<file path="config.mk">
export PLATFORM = sky130hd
export DESIGN_NAME = vtim_rx
export DESIGN_NICKNAME = d
export VERILOG_FILES = /design/src/rtl/vtim_rx.sv
export SDC_FILE = /design/constraint.sdc
export NUM_CORES = 1
export LEC_CHECK = 0
export BUFFER_PORTS_ARGS = -buffer_cell sky130_fd_sc_hd__buf_4
export CAP_MARGIN = 10
export CORE_ASPECT_RATIO = 1.1
export CORE_MARGIN = 5
export CORE_UTILIZATION = 30
export CTS_BUF_LIST = sky130_fd_sc_hd__clkbuf_16
export CTS_CLUSTER_DIAMETER = 100
export DETAILED_ROUTE_END_ITERATION = 10
export PLACE_DENSITY = 0.43
export SETUP_SLACK_MARGIN = 0.05
export SYNTH_ARGS = -nofsm -noshare
export SYNTH_HDL_FRONTEND = slang
export SYNTH_SLANG_ARGS = --single-unit
export TNS_END_PERCENT = 20
</file>
<file path="constraint.sdc">
create_clock -name mclk -period 9.1 [get_ports mclk]
set_input_delay 0.91 -clock mclk [delete_from_list [all_inputs] [get_ports mclk]]
set_output_delay 0.91 -clock mclk [all_outputs]
set_load 0.005 [all_outputs]
</file>
<file path="src/rtl/vtim_rx.sv">
// ---------------------------------------------------------------------------
// vtim_rx -- video timing receiver / measurer
//
// Watches a blanking/sync stream qualified by ce_pix and:
//   * regenerates de, hpos and vpos for the active area,
//   * measures pixels per line, lines per frame and the active area size,
//   * publishes the measurements once per frame with a one-cycle frame_stb,
//   * declares lock after LOCK_FRAMES consecutive identical frames, and
//     drops back to searching when no vertical sync arrives for
//     2^TMO_BITS-1 pixel enables.
//
// Ports
//   mclk       in   sole clock, rising edge
//   reset_n    in   asynchronous active-low reset (release synchronised)
//   ce_pix     in   pixel enable; inputs sampled only when 1
//   hblk/vblk  in   blanking, active-high
//   hsyn/vsyn  in   sync, active-low
//   hpos/vpos  out  position inside the active area (9 bit)
//   de         out  registered ~(hblk|vblk)
//   htotal     out  pixel enables per line (reference line of the frame)
//   vtotal     out  lines per frame
//   hact/vact  out  active pixels per line / active lines per frame
//   hmis       out  the last closed frame had lines of unequal length
//   frame_stb  out  one-cycle pulse when the measurements above update
//   locked     out  stable timing detected
// ---------------------------------------------------------------------------
module vtim_rx #(
    parameter int LOCK_FRAMES = 2,
    parameter int TMO_BITS    = 20
) (
    input  logic       mclk,
    input  logic       reset_n,
    input  logic       ce_pix,
    input  logic       hblk,
    input  logic       vblk,
    input  logic       hsyn,
    input  logic       vsyn,
    output logic [8:0] hpos,
    output logic [8:0] vpos,
    output logic       de,
    output logic [9:0] htotal,
    output logic [9:0] vtotal,
    output logic [8:0] hact,
    output logic [8:0] vact,
    output logic       hmis,
    output logic       frame_stb,
    output logic       locked
);

    typedef enum logic [1:0] {SEARCH, TRACK, LOCK} state_t;

    localparam logic [7:0]          LOCK_N   = LOCK_FRAMES[7:0];
    localparam logic [TMO_BITS-1:0] TMO_FULL = '1;
    localparam logic [TMO_BITS-1:0] TMO_LAST = {{(TMO_BITS-1){1'b1}}, 1'b0};

    function automatic logic [9:0] inc10(input logic [9:0] x);
        return (x == 10'h3FF) ? x : x + 10'd1;
    endfunction

    function automatic logic [8:0] inc9(input logic [8:0] x);
        return (x == 9'h1FF) ? x : x + 9'd1;
    endfunction

    // Reset asserts immediately, releases two clocks after reset_n rises.
    logic [1:0] rst_sync_reg;
    logic       rst_int_n;

    always_ff @(posedge mclk or negedge reset_n) begin
        if (!reset_n) rst_sync_reg <= 2'b00;
        else          rst_sync_reg <= {rst_sync_reg[0], 1'b1};
    end
    assign rst_int_n = rst_sync_reg[1];

    // Previous-sample registers and measurement state
    logic                hsyn_q_reg, vsyn_q_reg, hblk_q_reg, vblk_q_reg;
    logic [9:0]          lcnt_reg, ref_len_reg, fcnt_reg;
    logic                ref_valid_reg, mis_reg;
    logic [8:0]          pcnt_reg, hact_line_reg, acnt_reg, vact_cap_reg;
    logic                acnt_first_reg, de_reg;
    logic [TMO_BITS-1:0] tmo_reg;

    // Published / control state
    state_t     state_reg;
    logic [7:0] match_reg;
    logic       first_close_reg;
    logic [9:0] htotal_reg, vtotal_reg;
    logic [8:0] hact_reg, vact_reg;
    logic       hmis_reg, frame_stb_reg, locked_reg;

    // Edges between consecutive ce_pix samples
    logic hs_fall, vs_fall, hb_fall, hb_rise, vb_fall, vb_rise;
    assign hs_fall = ce_pix &  hsyn_q_reg & ~hsyn;
    assign vs_fall = ce_pix &  vsyn_q_reg & ~vsyn;
    assign hb_fall = ce_pix &  hblk_q_reg & ~hblk;
    assign hb_rise = ce_pix & ~hblk_q_reg &  hblk;
    assign vb_fall = ce_pix &  vblk_q_reg & ~vblk;
    assign vb_rise = ce_pix & ~vblk_q_reg &  vblk;

    // Line finishing on this sample is folded in before a coincident
    // frame close, so the close sees that line's length and count.
    logic [9:0] len_now, ref_now, ftot_now;
    logic       line_mis, mis_now, tuple_eq, is_match, tmo_hit;

    assign len_now  = inc10(lcnt_reg);
    assign line_mis = hs_fall & ref_valid_reg & (len_now != ref_len_reg);
    assign mis_now  = mis_reg | line_mis;
    assign ref_now  = (hs_fall & ~ref_valid_reg) ? len_now : ref_len_reg;
    assign ftot_now = hs_fall ? inc10(fcnt_reg) : fcnt_reg;
    assign tuple_eq = (ref_now == htotal_reg) && (ftot_now == vtotal_reg) &&
                      (hact_line_reg == hact_reg) && (vact_cap_reg == vact_reg);
    assign is_match = tuple_eq & ~mis_now & ~first_close_reg;
    // Fires on the sample that brings the timeout counter to all-ones.
    assign tmo_hit  = ce_pix & ~vs_fall & (tmo_reg == TMO_LAST);

    always_ff @(posedge mclk or negedge rst_int_n) begin
        if (!rst_int_n) begin
            hsyn_q_reg     <= 1'b1;
            vsyn_q_reg     <= 1'b1;
            hblk_q_reg     <= 1'b1;
            vblk_q_reg     <= 1'b1;
            lcnt_reg       <= '0;
            ref_len_reg    <= '0;
            ref_valid_reg  <= 1'b0;
            mis_reg        <= 1'b0;
            fcnt_reg       <= '0;
            pcnt_reg       <= '0;
            hact_line_reg  <= '0;
            acnt_reg       <= '0;
            acnt_first_reg <= 1'b0;
            vact_cap_reg   <= '0;
            tmo_reg        <= '0;
            de_reg         <= 1'b0;
        end else if (ce_pix) begin
            hsyn_q_reg <= hsyn;
            vsyn_q_reg <= vsyn;
            hblk_q_reg <= hblk;
            vblk_q_reg <= vblk;
            de_reg     <= ~(hblk | vblk);

            lcnt_reg <= hs_fall ? 10'd0 : inc10(lcnt_reg);

            // Reference line is the first full line after a frame close.
            if (vs_fall) begin
                ref_valid_reg <= 1'b0;
                ref_len_reg   <= '0;
                mis_reg       <= 1'b0;
            end else if (hs_fall) begin
                if (!ref_valid_reg) begin
                    ref_len_reg   <= len_now;
                    ref_valid_reg <= 1'b1;
                end else if (line_mis) begin
                    mis_reg <= 1'b1;
                end
            end

            if (vs_fall)      fcnt_reg <= '0;
            else if (hs_fall) fcnt_reg <= inc10(fcnt_reg);

            if (hb_fall)    pcnt_reg <= '0;
            else if (!hblk) pcnt_reg <= inc9(pcnt_reg);
            if (hb_rise)    hact_line_reg <= inc9(pcnt_reg);

            // The first active line starts at 0; later lines count up.
            if (vb_fall) begin
                acnt_reg       <= '0;
                acnt_first_reg <= ~hb_fall;
            end else if (hb_fall && !vblk) begin
                if (acnt_first_reg) acnt_first_reg <= 1'b0;
                else                acnt_reg       <= inc9(acnt_reg);
            end
            if (vb_rise) vact_cap_reg <= inc9(acnt_reg);

            if (vs_fall)                tmo_reg <= '0;
            else if (tmo_reg != TMO_FULL) tmo_reg <= tmo_reg + 1'b1;
        end
    end

    always_ff @(posedge mclk or negedge rst_int_n) begin
        if (!rst_int_n) begin
            state_reg       <= SEARCH;
            match_reg       <= '0;
            first_close_reg <= 1'b0;
            htotal_reg      <= '0;
            vtotal_reg      <= '0;
            hact_reg        <= '0;
            vact_reg        <= '0;
            hmis_reg        <= 1'b0;
            frame_stb_reg   <= 1'b0;
            locked_reg      <= 1'b0;
        end else begin
            frame_stb_reg <= 1'b0;
            if (tmo_hit) begin
                // Loss of signal: published values are deliberately held.
                state_reg  <= SEARCH;
                match_reg  <= '0;
                locked_reg <= 1'b0;
            end else if (vs_fall) begin
                if (state_reg == SEARCH) begin
                    state_reg       <= TRACK;
                    match_reg       <= '0;
                    first_close_reg <= 1'b1;
                end else begin
                    htotal_reg      <= ref_now;
                    vtotal_reg      <= ftot_now;
                    hact_reg        <= hact_line_reg;
                    vact_reg        <= vact_cap_reg;
                    hmis_reg        <= mis_now;
                    frame_stb_reg   <= 1'b1;
                    first_close_reg <= 1'b0;
                    if (state_reg == TRACK) begin
                        if (!is_match) begin
                            match_reg <= '0;
                        end else if (match_reg + 8'd1 == LOCK_N) begin
                            state_reg  <= LOCK;
                            match_reg  <= '0;
                            locked_reg <= 1'b1;
                        end else begin
                            match_reg <= match_reg + 8'd1;
                        end
                    end else if (!is_match) begin
                        state_reg  <= TRACK;
                        match_reg  <= '0;
                        locked_reg <= 1'b0;
                    end
                end
            end
        end
    end

    assign hpos      = pcnt_reg;
    assign vpos      = acnt_reg;
    assign de        = de_reg;
    assign htotal    = htotal_reg;
    assign vtotal    = vtotal_reg;
    assign hact      = hact_reg;
    assign vact      = vact_reg;
    assign hmis      = hmis_reg;
    assign frame_stb = frame_stb_reg;
    assign locked    = locked_reg;

endmodule

</file>
# After elaboration in Yosys (flattened, before gate mapping)

Cells that the tools add are included.

Word-level logic and storage cells: 168
Bits of input ports: 7
Flip-flop bits (word level): 148

Equality and inequality tests: 23
Add/subtract/negate cells: 6
Bitwise logic cells: 35
Reductions and logical operators: 26
Mux-type cells: 51

Operator list:

| kind                    | number |
|---|---|
| $mux W10                | 9 |
| $mux W9                 | 7 |
| $mux W8                 | 7 |
| $mux W20                | 2 |
| $add A10 B1 Y10 const B | 2 |
| $add A20 B1 Y20 const B | 1 |
| $eq A10 B10 Y1          | 2 |
| $eq A10 B10 Y1 const B  | 2 |
| $eq A20 B20 Y1 const B  | 1 |
| $ne A20 B20 Y1 const B  | 1 |
| $and A1 B1 Y1           | 19 |
| $mux W1                 | 19 |
| $add A9 B1 Y9 const B   | 2 |
| $eq A9 B9 Y1            | 2 |
| $eq A9 B9 Y1 const B    | 2 |
| $reduce_and A2 Y1       | 8 |
| $mux W2                 | 7 |
| $not A1 Y1              | 14 |
| $reduce_bool A2 Y1      | 6 |
| $ne A10 B10 Y1          | 1 |
| $reduce_and A3 Y1       | 3 |
| $add A8 B1 Y8 const B   | 1 |
| $eq A8 B2 Y1 const B    | 1 |
| $reduce_and A4 Y1       | 2 |
| other kinds (14)        | 20 |

# Depth between registers and ports, before layout

Gate-level depths: netlist of the first run.

Depth in word-level cells: 15
Mapped depth: 13

# Least setup slack after synthesis of the first run

No wires, ideal clock.

Kind: input -> register
Start point: input hsyn
End point: register match_reg[0]
Setup time: 0.064 ns
Slack: 5.534 ns
Data arrival time: 3.502 ns
Stages on the path: 10
Required time: 9.036 ns
Buffers on the path: 1
Cells stage by stage: nand3b_2 -> nor4_4 -> nor2_1 -> a2111oi_0 -> o2111ai_1 -> or4_4 -> or4_1 -> buf_2 -> nor4_2 -> a21o_1

Word-level cells in the longest chain between the ends: 15
Elaborated cells on any way between the ends: 23
Those cells by class: eq/ne: 3; mux: 7; bitwise: 9; reduce/logical: 4

Ends and longest elaborated chain:

| element                           | RTL line | RTL |
|---|---|---|
| from (decl)                       | 36       | `input logic hsyn,` |
| $not A1 Y1 (*)                    | 92       | `assign hs_fall = ce_pix & hsyn_q_reg & ~hsyn;` |
| $and A1 B1 Y1 (*)                 | 92       |  |
| $and A1 B1 Y1                     | 107      | `assign ref_now = (hs_fall & ~ref_valid_reg) ? len_now : ref_len_reg;` |
| $mux W10                          | 107      |  |
| $eq A10 B10 Y1                    | 109      | `assign tuple_eq = (ref_now == htotal_reg) && (ftot_now == vtotal_reg) &&` |
| $logic_and A1 B1 Y1 (2 in series) | 109      |  |
| $logic_and A1 B1 Y1               | 110      | `(hact_line_reg == hact_reg) && (vact_cap_reg == vact_reg);` |
| $and A1 B1 Y1 (*) (2 in series)   | 111      | `assign is_match = tuple_eq & ~mis_now & ~first_close_reg;` |
| $mux W8                           | 211      | `if (!is_match) begin` |
| $mux W8                           | 210      | `if (state_reg == TRACK) begin` |
| $mux W8                           | 198      | `if (state_reg == SEARCH) begin` |
| $mux W8                           | 197      | `end else if (vs_fall) begin` |
| $mux W8                           | 192      | `if (tmo_hit) begin` |
| to (signal assigned)              | 218      | `match_reg <= match_reg + 8'd1;` |
| to (decl)                         | 84       | `logic [7:0] match_reg;` |

Every way passes the cells marked *; elsewhere a longest branch is shown, timed or not. The select of a mux whose other input is x is not followed.
A chain may end at the register's enable or synchronous reset.

# Worst setup path after layout of the first run

Start point: register lcnt_reg[0]
End point: register match_reg[0]

Word-level cells in the longest chain between the ends: 14
Elaborated cells on any way between the ends: 21
Those cells by class: add/sub: 1; eq/ne: 4; mux: 7; bitwise: 5; reduce/logical: 4

Ends and longest elaborated chain:

| element                                           | RTL line | RTL |
|---|---|---|
| from (decl)                                       | 76       | `logic [9:0] lcnt_reg, ref_len_reg, fcnt_reg;` |
| from (signal assigned)                            | 140      | `lcnt_reg <= hs_fall ? 10'd0 : inc10(lcnt_reg);` |
| $add A10 B1 Y10 or $eq A10 B10 Y1 (tied branches) | 57       | `return (x == 10'h3FF) ? x : x + 10'd1;` |
| $mux W10 (*)                                      | n/a      |  |
| $mux W10                                          | 107      |  |
| $eq A10 B10 Y1                                    | 109      |  |
| $logic_and A1 B1 Y1 (2 in series)                 | 109      |  |
| $logic_and A1 B1 Y1                               | 110      |  |
| $and A1 B1 Y1 (*) (2 in series)                   | 111      |  |
| $mux W8                                           | 211      |  |
| $mux W8                                           | 210      |  |
| $mux W8                                           | 198      |  |
| $mux W8                                           | 197      |  |
| $mux W8                                           | 192      |  |

Marked as above.

==> results.toml, run 1 <==
[run_status]
status = "finished clean"

[timing]
worstMarginPinSlew_ps = 1060
period_needed_ps = 4110
hold_violations = 0
drv_slew = 0
max_freq_mhz = 243
rsz0062_at_grt = "no"
slew_headroom = 0.287
final-setup-viol-count = 0
finalSetupTns_ps = 0
finalClockSkew_ps = 13.3
final.period_utilization = 0.451

[yosys]
synthAdderAreaFrac = 0.0122
synthFlopType = "dfrtp_1"
ys_ff_latch = 148
yosys.area.top_type = "dfrtp_1"
synth_fp_nets = 944
muxShareOfSynthArea = 0.0132
post_synth_instance_area_mm2 = 0.00823
synth_top_family_by_area = "simple AND/OR/NAND/NOR gates"
seq_area_frac_synth = 0.451
yosys-top-cells-area = "dfrtp_1 44%, nand2_1 7.4%, xor2_1 4.9%, o21ai_0 4.4%, nor2_1 3.5%"
synth_top_area_frac = 0.438
syn_area_per_cell_um2 = 8.86
synth-compound-area-share = 0.167
synthSimpleGateAreaFrac = 0.244
synthArstFlopShare = 1.00
synth_cell_types = 81
ys_warn_count = 0
synthCells = 929
synth_xor_area_frac = 0.0777
synth_edf_count = 0

[power_and_ir_drop]
power_mw = 1.89
ir_drop_mv = 0.127
clkPwrFrac = 0.368
intPower_mw = 1.27
p_per_area_mw_per_mm2 = 197
pwr-share-seq = 0.445
swShare = 0.327
switchingPower_mw = 0.619
power_leakage_nw = 4.35
comb_power_share = 0.188

[setup_path]
worstPathCellList = "ha_1 -> and4_1 -> nand3_1 -> a31oi_1 -> xor2_1 -> nor4_1 -> nand3_1 -> or4_1 -> nor4_2 -> a21o_1"
path_class = "flip-flop to flip-flop"
setup.worst_path.end = "match_reg[0]$_DFFE_PN0P_"
rr_worst_depth = 10
cp_max_fo = 13
r2r_start = "lcnt_reg[0]$_DFFE_PN0P_"
cpMostUsedCell = "nand3_1"
critPathLaunch = "lcnt_reg[0]$_DFFE_PN0P_"
crit_path_start_kind = "flip-flop"
slowest_delay_ps = 640
end_kind = "flip-flop"
r2r_slack_ps = 4990
worstReg2RegEnd = "match_reg[0]$_DFFE_PN0P_"
worstPathRequired_ps = 9470
critical-path-slowest-cell = "or4_1"
arrival_ps = 4470

[floorplan]
die_y_um = 184
core_mm2 = 0.0270
start_util = 0.304
design.portCount = 67
die-area_mm2 = 0.0309
die_w_um = 168
num_rows = 63

[cells_and_area]
finalInstanceArea_mm2 = 0.00959
largest_register_ffs = 20
fin_cells = 1344
area_growth_pct = 16.6
post-route-util = 0.355
fillers = 2808
antennaDiodeCount = 0
drive_gt1_frac = 0.146
nNetsFinal = 989

[route]
ant_nets = 0
drt-pass1-iter-count = 4
viasPerCell = 5.04
drc = 0
drt_wl_total_um = 23800
num_vias = 6774
drt_first_iter_violations = 354
post_drt_wl_per_cell_um = 17.7

[clock_network]
cts-hold-fix-buffers = 0
numCtsBuffers = 17
clk_path_buf_depth = 2
htreeDepth = 4
clock_latency_ps = 430
cts.sinks = 148
clk_pin_slew_ps = 70
cts_tree = "built"
cts_root_buf = "clkbuf_16"
postCtsSetupRepairBufs = 0
cts_resized = 0

[place]
gp_congestion = 0.902
io_buffers = 66
placed_cells = 1312
placed_cell_area_mm2 = 0.00902
dp_hpwl_um = 16800

[grt]
grt_pass1_wl_um = 38300
antenna_found_initial = 0
track_usage = 0.155
grt_pass1_vias = 6928
grt_max_degree = 76
grt-ovfl-total = 0

[flow_run]
drv_cap = 0

[hold_path]
hold_class = "input pin to asynchronous set/reset pin"
## cell usage in the layout (no fill, tap or decap), types with 5 or more instances in the layout
cell type / synthesis / final
or3_1: 9 / 9
nand4_1: 18 / 18
nand2_1: 162 / 162
o21a_1: 5 / 5
a21oi_1: 48 / 48
xnor2_1: 27 / 27
inv_1: 20 / 20
clkbuf_16: 0 / 17
o21ai_0: 72 / 72
nand3_1: 33 / 33
and4_1: 5 / 5
a31oi_1: 13 / 13
a22o_1: 9 / 9
dfrtp_1: 144 / 143
mux2_2: 7 / 7
buf_4: 0 / 71
nor2b_1: 8 / 8
nor2_1: 76 / 76
nand2b_1: 7 / 7
nor3_1: 16 / 16
nor4_1: 16 / 16
xor2_1: 46 / 46
and2_1: 6 / 6
ha_1: 8 / 8
and3_1: 15 / 15
o22ai_1: 7 / 7
o31ai_1: 14 / 14
a21o_1: 12 / 12
## metrics by stage
| step | worst slack, ps | hold slack (ps) |
|---|---|---|
| 2_1_floorplan | 4680 | 331 |
| 3_3_place_gp | 4670 | 336 |
| 3_5_place_dp | 4650 | 336 |
| 4_1_cts | 5030 | 233 |
| 5_1_grt | 4570 | 233 |
| 6_report | 4990 | 255 |
## cell families after synthesis
logic type / count (synthesis)
flip-flops: 148
buffers and inverters: 65
XOR/XNOR: 73
multiplexers: 10
adder cells (fa/ha/maj): 8
other: 1
AND/OR/NAND/NOR: 408
AO/OA/AOI/OAI: 216
## synthesized netlist by cell type, drive strengths merged (3+ instances only)
cell     instances
nand2          163
dfrtp          144
nor2            76
o21ai           73
a21oi           48
xor2            46
clkbuf          34
nand3           34
xnor2           27
inv             20
and3            19
nand4           18
nor4            18
nor3            16
o31ai           14
a31oi           13
a21o            12
buf             11
a22o             9
and2             9
or3              9
ha               8
nor2b            8
and4             7
mux2             7
nand2b           7
o22ai            7
a31o             5
nand3b           5
o21a             5
a211oi           4
dfstp            4
or4              4
a32o             3
mux2i            3
o2111ai          3
or2              3
## cell type report
| class | count | area [um^2] | area share |
|---|---|---|---|
| clock inverter | 15 | 149 | 0.0155 |
| multi-input combinational | 716 | 4250 | 0.443 |
| tap | 357 | 447 | 0.0466 |
| timing repair buffer | 71 | 533 | 0.0556 |
| inverter | 20 | 75.1 | 0.00782 |
| clock buffer | 17 | 425 | 0.0443 |
| sequential | 148 | 3710 | 0.387 |
## worst max-delay path, delay by kind of cell (launching register included)
family	cells	cell delay [ps]
simple gates	6	2380
compound gates	2	510
flops	1	550
fa+ha+maj	1	480
xor+xnor	1	110
## metal layers
layer | vias to the layer above | share of wire | global-route usage
met4 | 0 | 0.010 | 0.0396
met5 | - | 0 | 0
met3 | 15 | 0.040 | 0.0376
li1 | 3374 | - | -
met1 | 3287 | 0.46 | 0.197
met2 | 98 | 0.49 | 0.265
## power groups by stage
| stage | Combinational (mW) | Clock (mW) | Sequential (mW) |
|---|---|---|---|
| after floorplan | 0.247 | 0 | 0.808 |
| after detailed placement | 0.361 | 0 | 0.853 |
| after CTS | 0.362 | 0.718 | 0.842 |
| final | 0.355 | 0.695 | 0.841 |
| after global placement | 0.358 | 0 | 0.855 |
| after global routing | 0.404 | 0.746 | 0.856 |
## how the worst min path moves through the flow
stage                                         start                   endpoint  slack, ps  depth (start not counted)
after floorplan           rst_sync_reg[0]$_DFF_PN0_  rst_sync_reg[1]$_DFF_PN0_        330                          0
after global placement    rst_sync_reg[0]$_DFF_PN0_  rst_sync_reg[1]$_DFF_PN0_        340                          0
after detailed placement  rst_sync_reg[0]$_DFF_PN0_  rst_sync_reg[1]$_DFF_PN0_        340                          0
after CTS                                   reset_n  rst_sync_reg[1]$_DFF_PN0_        230                          1
after global routing                        reset_n  rst_sync_reg[0]$_DFF_PN0_        230                          1
final                                       reset_n  rst_sync_reg[0]$_DFF_PN0_        260                          1
Power figures use the tool's default switching activity.
==> inputs of run 2 (changes only) <==
--- a/config.mk
+++ b/config.mk
@@ -13,7 +13,7 @@
 export CTS_BUF_LIST = sky130_fd_sc_hd__clkbuf_16
 export CTS_CLUSTER_DIAMETER = 100
 export DETAILED_ROUTE_END_ITERATION = 10
-export PLACE_DENSITY = 0.43
+export PLACE_DENSITY = 0.44
 export SETUP_SLACK_MARGIN = 0.05
 export SYNTH_ARGS = -nofsm -noshare
 export SYNTH_HDL_FRONTEND = slang
==> constraint.sdc (replaced) <==
create_clock -name mclk -period 3.64 [get_ports mclk]
set_input_delay 0.364 -clock mclk [delete_from_list [all_inputs] [get_ports mclk]]
set_output_delay 0.364 -clock mclk [all_outputs]
set_load 0.005 [all_outputs]
==> results.toml, run 2 (same netlist as run 1, synthesis figures left out) <==
[floorplan]
die_w_um = 168
die_y_um = 184
start_util = 0.304
design.portCount = 67
core_mm2 = 0.0270
die-area_mm2 = 0.0309
num_rows = 63

[setup_path]
crit_path_start_kind = "flip-flop"
cp_max_fo = 6
r2r_start = "fcnt_reg[0]$_DFFE_PN0P_"
worstPathRequired_ps = 4000
worstReg2RegEnd = "match_reg[0]$_DFFE_PN0P_"
r2r_slack_ps = 200
rr_worst_depth = 10
arrival_ps = 3800
end_kind = "flip-flop"
path_class = "flip-flop to flip-flop"

[grt]
track_usage = 0.156
grt_pass1_vias = 7112
antenna_found_initial = 0
grt_pass1_wl_um = 38800
grt-ovfl-total = 0
grt_max_degree = 147

[cells_and_area]
nNetsFinal = 1021
fillers = 2783
area_growth_pct = 19.9
final_cell_mix = "162 x nand2_1, 142 x dfrtp_1, 101 x buf_4, 76 x nor2_1, 72 x o21ai_0"
largest_register_ffs = 20
antennaDiodeCount = 0
drive_gt1_frac = 0.178
final_common_cell = "nand2_1"

[route]
drt_wl_total_um = 23900
drt-pass1-iter-count = 5
num_vias = 7035
ant_nets = 0
drc = 0
post_drt_wl_per_cell_um = 17.4
viasPerCell = 5.11
drt_first_iter_violations = 455

[power_and_ir_drop]
ir_drop_mv = 0.232
p_per_area_mw_per_mm2 = 485
power_leakage_nw = 4.51

[timing]
timing.final.ws_setup_ps = 204
rsz0062_at_grt = "no"
hold_violations = 0
final-setup-viol-count = 0
final.period_utilization = 0.944
slew_headroom = 0.449
finalClockSkew_ps = 14.2
period_needed_ps = 3440
drv_slew = 0
max_freq_mhz = 291
finalSetupTns_ps = 0
worstMarginPinSlew_ps = 817

[clock_network]
clk_path_buf_depth = 2
clock_latency_ps = 430
cts_root_buf = "clkbuf_16"
numCtsBuffers = 17
postCtsSetupRepairBufs = 0
cts.sinks = 148
cts_tree = "built"
clk_pin_slew_ps = 70
htreeDepth = 4

[place]
place_ws_ps = 171
gp_congestion = 0.896
io_buffers = 66
dp_hpwl_um = 16800

[hold_path]
hp-start = "vblk"
hold_depth = 2
hold_end = "de$_DFFE_PN0P_"
hold_class = "input pin to flip-flop"

[flow_run]
drv_cap = 0

[run_status]
status = "finished clean"
[run 2: timing repair]
action / in CTS / in global routing
hold endpoints to repair: 2 / 0
setup endpoints to repair: 0 / 6
hold buffers: 1 / 0
gates resized for setup: 0 / 7
[run 2: cell type report]
cell class                 count  area (um^2)  share of cell area
inverter                      20         75.1             0.00761
clock inverter                15          146              0.0148
clock buffer                  17          425              0.0431
multi-input combinational    716         4280               0.433
tap                          357          447              0.0453
timing repair buffer         103          788              0.0799
sequential                   148         3710               0.376
[run 2: how the worst max path moves through the flow]
stage	start	end	slack [ps]	cells after the start
floorplan	fcnt_reg[0]$_DFFE_PN0P_	match_reg[0]$_DFFE_PN0P_	320	12
global placement	lcnt_reg[0]$_DFFE_PN0P_	match_reg[0]$_DFFE_PN0P_	120	12
detailed placement	hsyn_q_reg$_DFFE_PN1P_	match_reg[0]$_DFFE_PN0P_	170	9
CTS	hsyn_q_reg$_DFFE_PN1P_	match_reg[0]$_DFFE_PN0P_	140	9
global route	fcnt_reg[1]$_DFFE_PN0P_	match_reg[0]$_DFFE_PN0P_	60	10
finish	fcnt_reg[0]$_DFFE_PN0P_	match_reg[0]$_DFFE_PN0P_	200	10
[run 2: worst max-delay path, cell delays in order (launching register included)]
cell and delay (ps):
dfrtp_1 380, ha_1 230, and2_1 230, a32o_1 270
and3_2 220, a2111oi_4 350, o2111ai_1 170, or4_4 570
or4_1 660, nor4_2 190, a21o_1 100
[run 2: power by group]
part           switching (mW)  leakage (nW)  internal, mW
sequential              0.242          1.99          1.82
clock                   0.767         0.276         0.959
combinational           0.539          2.25         0.462
total                    1.55          4.51          3.24
[run 2: per-layer routing]
layer / track usage / vias up / share of wire
li1: - / 3444 / -
met1: 0.205 / 3394 / 0.47
met2: 0.255 / 164 / 0.46
met3: 0.0363 / 33 / 0.047
met4: 0.0539 / 0 / 0.024
met5: 0 / - / 0
[run 2: metrics by stage]
step,utilization,hold WS (ps),power [mW],instances,cell area [um^2]
floorplan,-,68.4,2.64,929,8230
global placement,0.343,147,3.10,1343,9270
detailed placement,0.343,149,3.09,1343,9270
CTS,0.364,128,4.85,1376,9850
global route,0.365,141,5.09,1376,9870
finish,0.365,145,4.79,1376,9870
